`config.mk`:
```
export PLATFORM = sky130hd
export DESIGN_NAME = skdecode_t0_ctrl
export DESIGN_NICKNAME = d
export VERILOG_FILES = /design/src/rtl/skdecode_t0_ctrl.sv
export SDC_FILE = /design/constraint.sdc
export NUM_CORES = 1
export LEC_CHECK = 0
export BUFFER_PORTS_ARGS = -buffer_cell sky130_fd_sc_hd__buf_2
export CAP_MARGIN = 30
export CORE_ASPECT_RATIO = 1.2
export CORE_MARGIN = 1
export CORE_UTILIZATION = 45
export CTS_CLUSTER_SIZE = 25
export DETAILED_ROUTE_END_ITERATION = 10
export GPL_ROUTABILITY_DRIVEN = 0
export PLACE_DENSITY = 0.63
export SLEW_MARGIN = 5
export SYNTH_ARGS = -nofsm -noshare
export SYNTH_HDL_FRONTEND = slang
export SYNTH_HIERARCHICAL = 1
export SYNTH_SLANG_ARGS = --single-unit
export TNS_END_PERCENT = 1
```
`constraint.sdc`:
```
create_clock -name clk -period 9.4 [get_ports clk]
set_input_delay 0.47 -clock clk [delete_from_list [all_inputs] [get_ports clk]]
set_output_delay 0.47 -clock clk [all_outputs]
set_load 0.01 [all_outputs]
```
`src/rtl/skdecode_t0_ctrl.sv`:
```
// rtl/skdecode_t0_ctrl.sv - t0 secret-key unpack sequencer with four subtract lanes

module skdecode_t0_unpack #(
  parameter int MLDSA_D = 13,
  parameter int MLDSA_Q = 8380417
) (
  input  logic               clk,
  input  logic               reset_n,
  input  logic               zeroize,
  input  logic               en_i,
  input  logic               sub_i,
  input  logic [MLDSA_D-1:0] field_i,
  output logic               valid_o,
  output logic [23:0]        data_o
);

  localparam logic [23:0] HALF = 24'(1 << (MLDSA_D - 1));
  localparam logic [23:0] QV   = 24'(MLDSA_Q);

  logic [23:0] f_ext;
  logic [23:0] res;

  // (2^(d-1) - f) mod q; fields above 2^(d-1) wrap by adding q back
  always_comb begin
    f_ext = 24'(field_i);
    if (!sub_i)
      res = f_ext;
    else if (f_ext <= HALF)
      res = HALF - f_ext;
    else
      res = QV + HALF - f_ext;
  end

  // One-cycle registered result with a valid strobe
  always_ff @(posedge clk or negedge reset_n) begin
    if (!reset_n) begin
      valid_o <= 1'b0;
      data_o  <= '0;
    end else if (zeroize) begin
      valid_o <= 1'b0;
      data_o  <= '0;
    end else begin
      valid_o <= en_i;
      if (en_i)
        data_o <= res;
    end
  end

endmodule

module skdecode_t0_ctrl #(
  parameter int SK_ADDR_W  = 14,
  parameter int MEM_ADDR_W = 15,
  parameter int NUM_POLY   = 8,
  parameter int MLDSA_D    = 13,
  parameter int MLDSA_Q    = 8380417
) (
  input  logic                  clk,
  input  logic                  reset_n,
  input  logic                  zeroize,
  input  logic                  start_i,
  input  logic [SK_ADDR_W-1:0]  src_base_i,
  input  logic [MEM_ADDR_W-1:0] dest_base_i,
  output logic                  busy_o,
  output logic                  done_o,
  output logic                  sk_rd_en_o,
  output logic [SK_ADDR_W-1:0]  sk_rd_addr_o,
  input  logic [63:0]           sk_rd_data_i,
  output logic                  mem_wr_en_o,
  output logic [MEM_ADDR_W-1:0] mem_wr_addr_o,
  output logic [95:0]           mem_wr_data_o
);

  // 52 bits feed the four lanes each emission; a poly is 52 whole words
  localparam int EMIT_W   = 4 * MLDSA_D;
  localparam int TOTAL_RD = NUM_POLY * 256 * MLDSA_D / 64;
  localparam int TOTAL_WR = NUM_POLY * 64;
  localparam int RD_CW    = $clog2(TOTAL_RD + 1);
  localparam int WR_CW    = $clog2(TOTAL_WR + 1);

  typedef enum logic [1:0] {IDLE, RUN, DRAIN, DONE} state_t;

  state_t                state;
  logic [RD_CW-1:0]      rd_cnt;
  logic [WR_CW-1:0]      emit_cnt;
  logic [SK_ADDR_W-1:0]  src_q;
  logic [MEM_ADDR_W-1:0] dest_q;
  logic [MEM_ADDR_W-1:0] wr_addr;

  logic [127:0] bitbuf;
  logic [7:0]   fill;
  logic         rd_valid;

  logic         start_accept;
  logic         emit;
  logic         issue;
  logic [7:0]   base_fill;
  logic [127:0] shifted;
  logic [127:0] appended;
  logic [9:0]   fill_n1;
  logic [9:0]   fill_n2;
  logic [9:0]   fill_arr;
  logic         emit_n1;
  logic         emit_n2;

  logic [3:0]   lane_valid;
  logic [23:0]  lane_data [4];

  // Emission, buffer realignment and the read-issue projection. A read
  // decided now lands in the buffer two edges later, so the fill is walked
  // forward through the two intervening cycles (each emitting whenever it
  // can) and the read is allowed only if the buffer still fits 128 bits
  // after its 64 bits are appended.
  always_comb begin
    start_accept = (state == IDLE) && start_i;
    emit         = ((state == RUN) || (state == DRAIN)) && (fill >= 8'(EMIT_W));
    base_fill    = emit ? (fill - 8'(EMIT_W)) : fill;
    shifted      = emit ? (bitbuf >> EMIT_W) : bitbuf;
    appended     = shifted | ({64'd0, sk_rd_data_i} << base_fill);

    fill_n1  = 10'(base_fill) + (rd_valid ? 10'd64 : 10'd0);
    emit_n1  = fill_n1 >= 10'(EMIT_W);
    fill_n2  = fill_n1 - (emit_n1 ? 10'(EMIT_W) : 10'd0) + (sk_rd_en_o ? 10'd64 : 10'd0);
    emit_n2  = fill_n2 >= 10'(EMIT_W);
    fill_arr = fill_n2 - (emit_n2 ? 10'(EMIT_W) : 10'd0) + 10'd64;
    issue    = (state == RUN) && (fill_arr <= 10'd128);
  end

  // Run sequencer: state, read address generation and status outputs
  always_ff @(posedge clk or negedge reset_n) begin
    if (!reset_n) begin
      state        <= IDLE;
      busy_o       <= 1'b0;
      done_o       <= 1'b0;
      sk_rd_en_o   <= 1'b0;
      sk_rd_addr_o <= '0;
      rd_cnt       <= '0;
      src_q        <= '0;
      dest_q       <= '0;
    end else if (zeroize) begin
      state        <= IDLE;
      busy_o       <= 1'b0;
      done_o       <= 1'b0;
      sk_rd_en_o   <= 1'b0;
      sk_rd_addr_o <= '0;
      rd_cnt       <= '0;
      src_q        <= '0;
      dest_q       <= '0;
    end else begin
      case (state)
        IDLE: begin
          done_o     <= 1'b0;
          sk_rd_en_o <= 1'b0;
          if (start_accept) begin
            state        <= RUN;
            busy_o       <= 1'b1;
            src_q        <= src_base_i;
            dest_q       <= dest_base_i;
            sk_rd_en_o   <= 1'b1;
            sk_rd_addr_o <= src_base_i;
            rd_cnt       <= RD_CW'(1);
          end
        end
        RUN: begin
          if (issue) begin
            sk_rd_en_o   <= 1'b1;
            sk_rd_addr_o <= src_q + SK_ADDR_W'(rd_cnt);
            rd_cnt       <= rd_cnt + RD_CW'(1);
            if (rd_cnt == RD_CW'(TOTAL_RD - 1))
              state <= DRAIN;
          end else begin
            sk_rd_en_o <= 1'b0;
          end
        end
        DRAIN: begin
          sk_rd_en_o <= 1'b0;
          if (emit && (emit_cnt == WR_CW'(TOTAL_WR - 1))) begin
            state  <= DONE;
            done_o <= 1'b1;
          end
        end
        DONE: begin
          state  <= IDLE;
          done_o <= 1'b0;
          busy_o <= 1'b0;
        end
        default: state <= IDLE;
      endcase
    end
  end

  // Bit buffer, in-flight tracking and write address generation
  always_ff @(posedge clk or negedge reset_n) begin
    if (!reset_n) begin
      bitbuf   <= '0;
      fill     <= '0;
      rd_valid <= 1'b0;
      emit_cnt <= '0;
      wr_addr  <= '0;
    end else if (zeroize || start_accept) begin
      bitbuf   <= '0;
      fill     <= '0;
      rd_valid <= 1'b0;
      emit_cnt <= '0;
      wr_addr  <= '0;
    end else begin
      rd_valid <= sk_rd_en_o;
      if (rd_valid) begin
        bitbuf <= appended;
        fill   <= base_fill + 8'd64;
      end else begin
        bitbuf <= shifted;
        fill   <= base_fill;
      end
      if (emit) begin
        wr_addr  <= dest_q + MEM_ADDR_W'(emit_cnt);
        emit_cnt <= emit_cnt + WR_CW'(1);
      end
    end
  end

  for (genvar i = 0; i < 4; i++) begin : g_lane
    skdecode_t0_unpack #(
      .MLDSA_D (MLDSA_D),
      .MLDSA_Q (MLDSA_Q)
    ) u_lane (
      .clk     (clk),
      .reset_n (reset_n),
      .zeroize (zeroize),
      .en_i    (emit),
      .sub_i   (1'b1),
      .field_i (bitbuf[MLDSA_D*i +: MLDSA_D]),
      .valid_o (lane_valid[i]),
      .data_o  (lane_data[i])
    );
  end

  assign mem_wr_en_o   = &lane_valid;
  assign mem_wr_addr_o = wr_addr;
  assign mem_wr_data_o = {lane_data[3], lane_data[2], lane_data[1], lane_data[0]};

endmodule

```
==> summary.md <==
| Metric | Value |
|---|---|
| Root Driver | clkbuf_16 |
| Max-cap viol count | 0 |
| Leakage | 0.01043 uW |
| Synthesized cell area | 21,300 sq um |
| Synthesis warning total | 6 |
| Slowest cell on crit path | dfrtp_2 |
| Synth Instances | 2,428 |
| Status | complete, no violations |
| CP Capture Type | register |
| RSZ-0062 raised after global routing | false |
| Hold buffers post-CTS | 0 |
| Syn_area_per_cell | about 8.8 sq um |
| Worst EP arrival | roughly 9 ns |
| CTS tree | built |
| Worst-Skew Late Latency | 0.56 ns |
| Setup crit start kind | register |
| Crit-path max FO | 19 |
| Max-slew headroom | 26.96% |
| Post-synthesis async set-or-reset flop share | 100.0% |
| DR vias/cell | between 6 and 7 |
| Reg clk slew, reported paths | 0.06 ns |
| Worst-case clock buffer depth | 3 |
| Crit path kind | reg -> reg |
| Fin crit period | approximately 8.6 ns |
| Post-route setup TNS | 0 ns |
| Area grow syn2layout | 11.65% |
| Routed WL | approximately 78,000 um |
| HP Class | in -> async |
| DRC Markers | 0 |
| EDFF count, synth | 0 |
| Yosys top cell by area | dfrtp_1 |
| Commonest non-fill, non-tap cell in the layout | nand2_1 |
| Primary FF master, synth | dfrtp_1 |
| FMAX | 116.5 MHz |
| Drt pass-1 iters | 7 |
| CP dominant cell by count | ha_1 |
| Final net count | approximately 2,700 |
| Core ar. | 46,270 sq um |
| Clk sink count | 285 |
| Die Area | 48,210 sq um |
| Seq/Total Area, Yosys | 33.48% |
| I/O Buffers | roughly 230 |
| Num rows | 86 |
| Yosys top cell area share | about a third |
| Final setup fails | 0 |
| Grt ovf | 0 |
| FF+latch count, synth | 285 |
| Slew @ Worst Pin | 1.086 ns |
| Clock Skew | about 0.040 ns |
| Postcts setup bufs | 0 |
| Final ANT Viol Nets | 0 |
| Diodes inserted | 0 |
| Final number of max-transition violations | 0 |
| Initial Util | 46.04% |
| Routed len/inst | 24.53 um |
| Post-DP HPWL | about 56,000 um |
| Proportion of layout cells with a drive suffix above 1 | 17.51% |
| Final Util | between 50 and 60% |
| Worst-case hold slack | between 0.03 and 0.04 ns |
| Synth unique cells | 96 |
| Routed vias | 21,309 |
| Vias in the first global route | 19,871 |
| Pwr per Cell Area | around 220 nW/um^2 |
| First-pass GRT wire length | between 100,000 and 150,000 um |
| Initial antenna violation count | 0 |
| Power Total | 5311 uW |
| Crit-path max cell delay | 0.52 ns |
| Top cells by area, synth | dfrtp_1 33%, nand2_1 5.2%, mux4_2 4.0% |
| Die H | about 240 um |
| DRT iter0 DRCs | 2,522 |
| Die W | 200.6 um |
| Most frequent cells in the layout | 291 x nand2_1, 284 x dfrtp_1, 226 x buf_2, 192 x nor2_1, 159 x a21oi_1 |
| H-tree depth | 2 |
| Final hold violation count | 0 |
| Inserted Clock Buffers | 34 |
| Total GRT Usage | 31.71% |
| CP Data Required Time | 9.84 ns |
| Maximum vdd drop | 510.9 uV |
| Largest net degree at the start of global routing | roughly 170 |
| Number of I/O pins | 226 |
| Crit share post-route | approximately nine tenths |
==> power breakdown <==
part	total, uW	internal [uW]	switching (uW)
Clock	1370	803	567
Sequential	1400	1310	96.8
Combinational	2540	880	1660
Total	5310	2990	2320
==> repair_timing <==
action | in CTS | in global routing
endpoints found under the hold margin | 0 | 0
setup endpoints to repair | 0 | 22
gates resized for setup | 0 | 5
==> final cells by class <==
type | instances | area (sq um)
clock inverters | 12 | 168.9
repair buffers | 262 | 1485
well taps | 616 | 770.7
multi-input cells | 1876 | 12970
inverters | 76 | 290.3
fillers | 4399 | 22490
clock buffers | 47 | 959.7
flip-flops and latches | 285 | 7133
==> worst paths after layout <==
path / start / to / slack [ns] / cells past startpoint
worst min register to register: g_lane[0].u_lane/data_o[6] / g_lane[0].u_lane/data_o[6] / 0.48 / 2
worst max register to register: fill[2] / sk_rd_addr_o[12] / 0.82 / 30
min in group clk: dest_base_i[11] / dest_q[11] / 0.15 / 3
worst max-delay path: fill[2] / sk_rd_addr_o[12] / 0.82 / 30
worst min-delay path: reset_n / g_lane[3].u_lane/data_o[0] / 0.03 / 1
max in group asynchronous: reset_n / bitbuf[26] / 7.86 / 2
==> registers in the layout (all words and copies together) (netlist names) <==
| signal | count |
|---|---|
| rd_valid | 1 |
| g_lane.u_lane/valid_o | 4 |
| bitbuf | 128 |
| sk_rd_en_o | 1 |
| rd_cnt | 9 |
| fill | 6 |
| g_lane.u_lane/data_o | 64 |
| dest_q | 15 |
| src_q | 14 |
| mem_wr_addr_o | 15 |
| done_o | 1 |
| sk_rd_addr_o | 14 |
| busy_o | 1 |
| emit_cnt | 10 |
| state | 2 |
==> critical path, delay by kind of cell, from the launching register on <==
kind | cells | cell delay, ns
and+or+nand+nor | 8 | 1.89
adders and majority gates | 8 | 2.53
DFF | 1 | 0.52
AOI/OAI and AO/OA | 11 | 3.02
buffers and inverters | 3 | 0.49
==> kinds of logic after synthesis <==
kind of cell	Yosys count	synth area share [%]
AOI/OAI and AO/OA	785	26.76
xor gates and xnor gates	44	1.880
adders and majority gates	66	4.018
buffers and inverters	270	5.851
DFF	285	33.48
muxes	134	8.641
other	1	0.01761
and+or+nand+nor	843	19.35
==> synthesized netlist by cell type (25+ instances only) <==
cell type  instances
a31oi_1           51
o22ai_1           37
a211oi_1          33
ha_1              62
mux4_2            38
buf_4             35
nand2_1          293
a22o_1            37
xnor2_1           32
and3_1            32
or3_1             35
dfrtp_1          285
o211ai_1          31
a21oi_1          159
nor3_1            46
inv_1             62
a221oi_1          27
nand3_1           72
o21ai_0          105
nor2_1           194
clkbuf_1         104
nand4_1           25
buf_2             37
mux2i_1           77
==> routing by layer <==
metal	wire length (um)	up-vias	GRT usage [%]
met2	34710	1334	49.18
met5	0	-	0
li1	-	9426	-
met1	30830	10257	41.55
met3	8348	292	8.146
met4	3972	0	14.43
==> through the flow <==
stage | instance area (sq um) | instances | setup slack (ns)
after floorplan | 21310 | 2431 | 1.938
after global placement | 22490 | 3103 | 0.8557
after detailed placement | 22550 | 3110 | 0.5432
after CTS | 23670 | 3169 | 0.4921
after global routing | 23780 | 3174 | 0.1327
final | 23780 | 3174 | 0.8196
(Power assumes the default switching activity.)
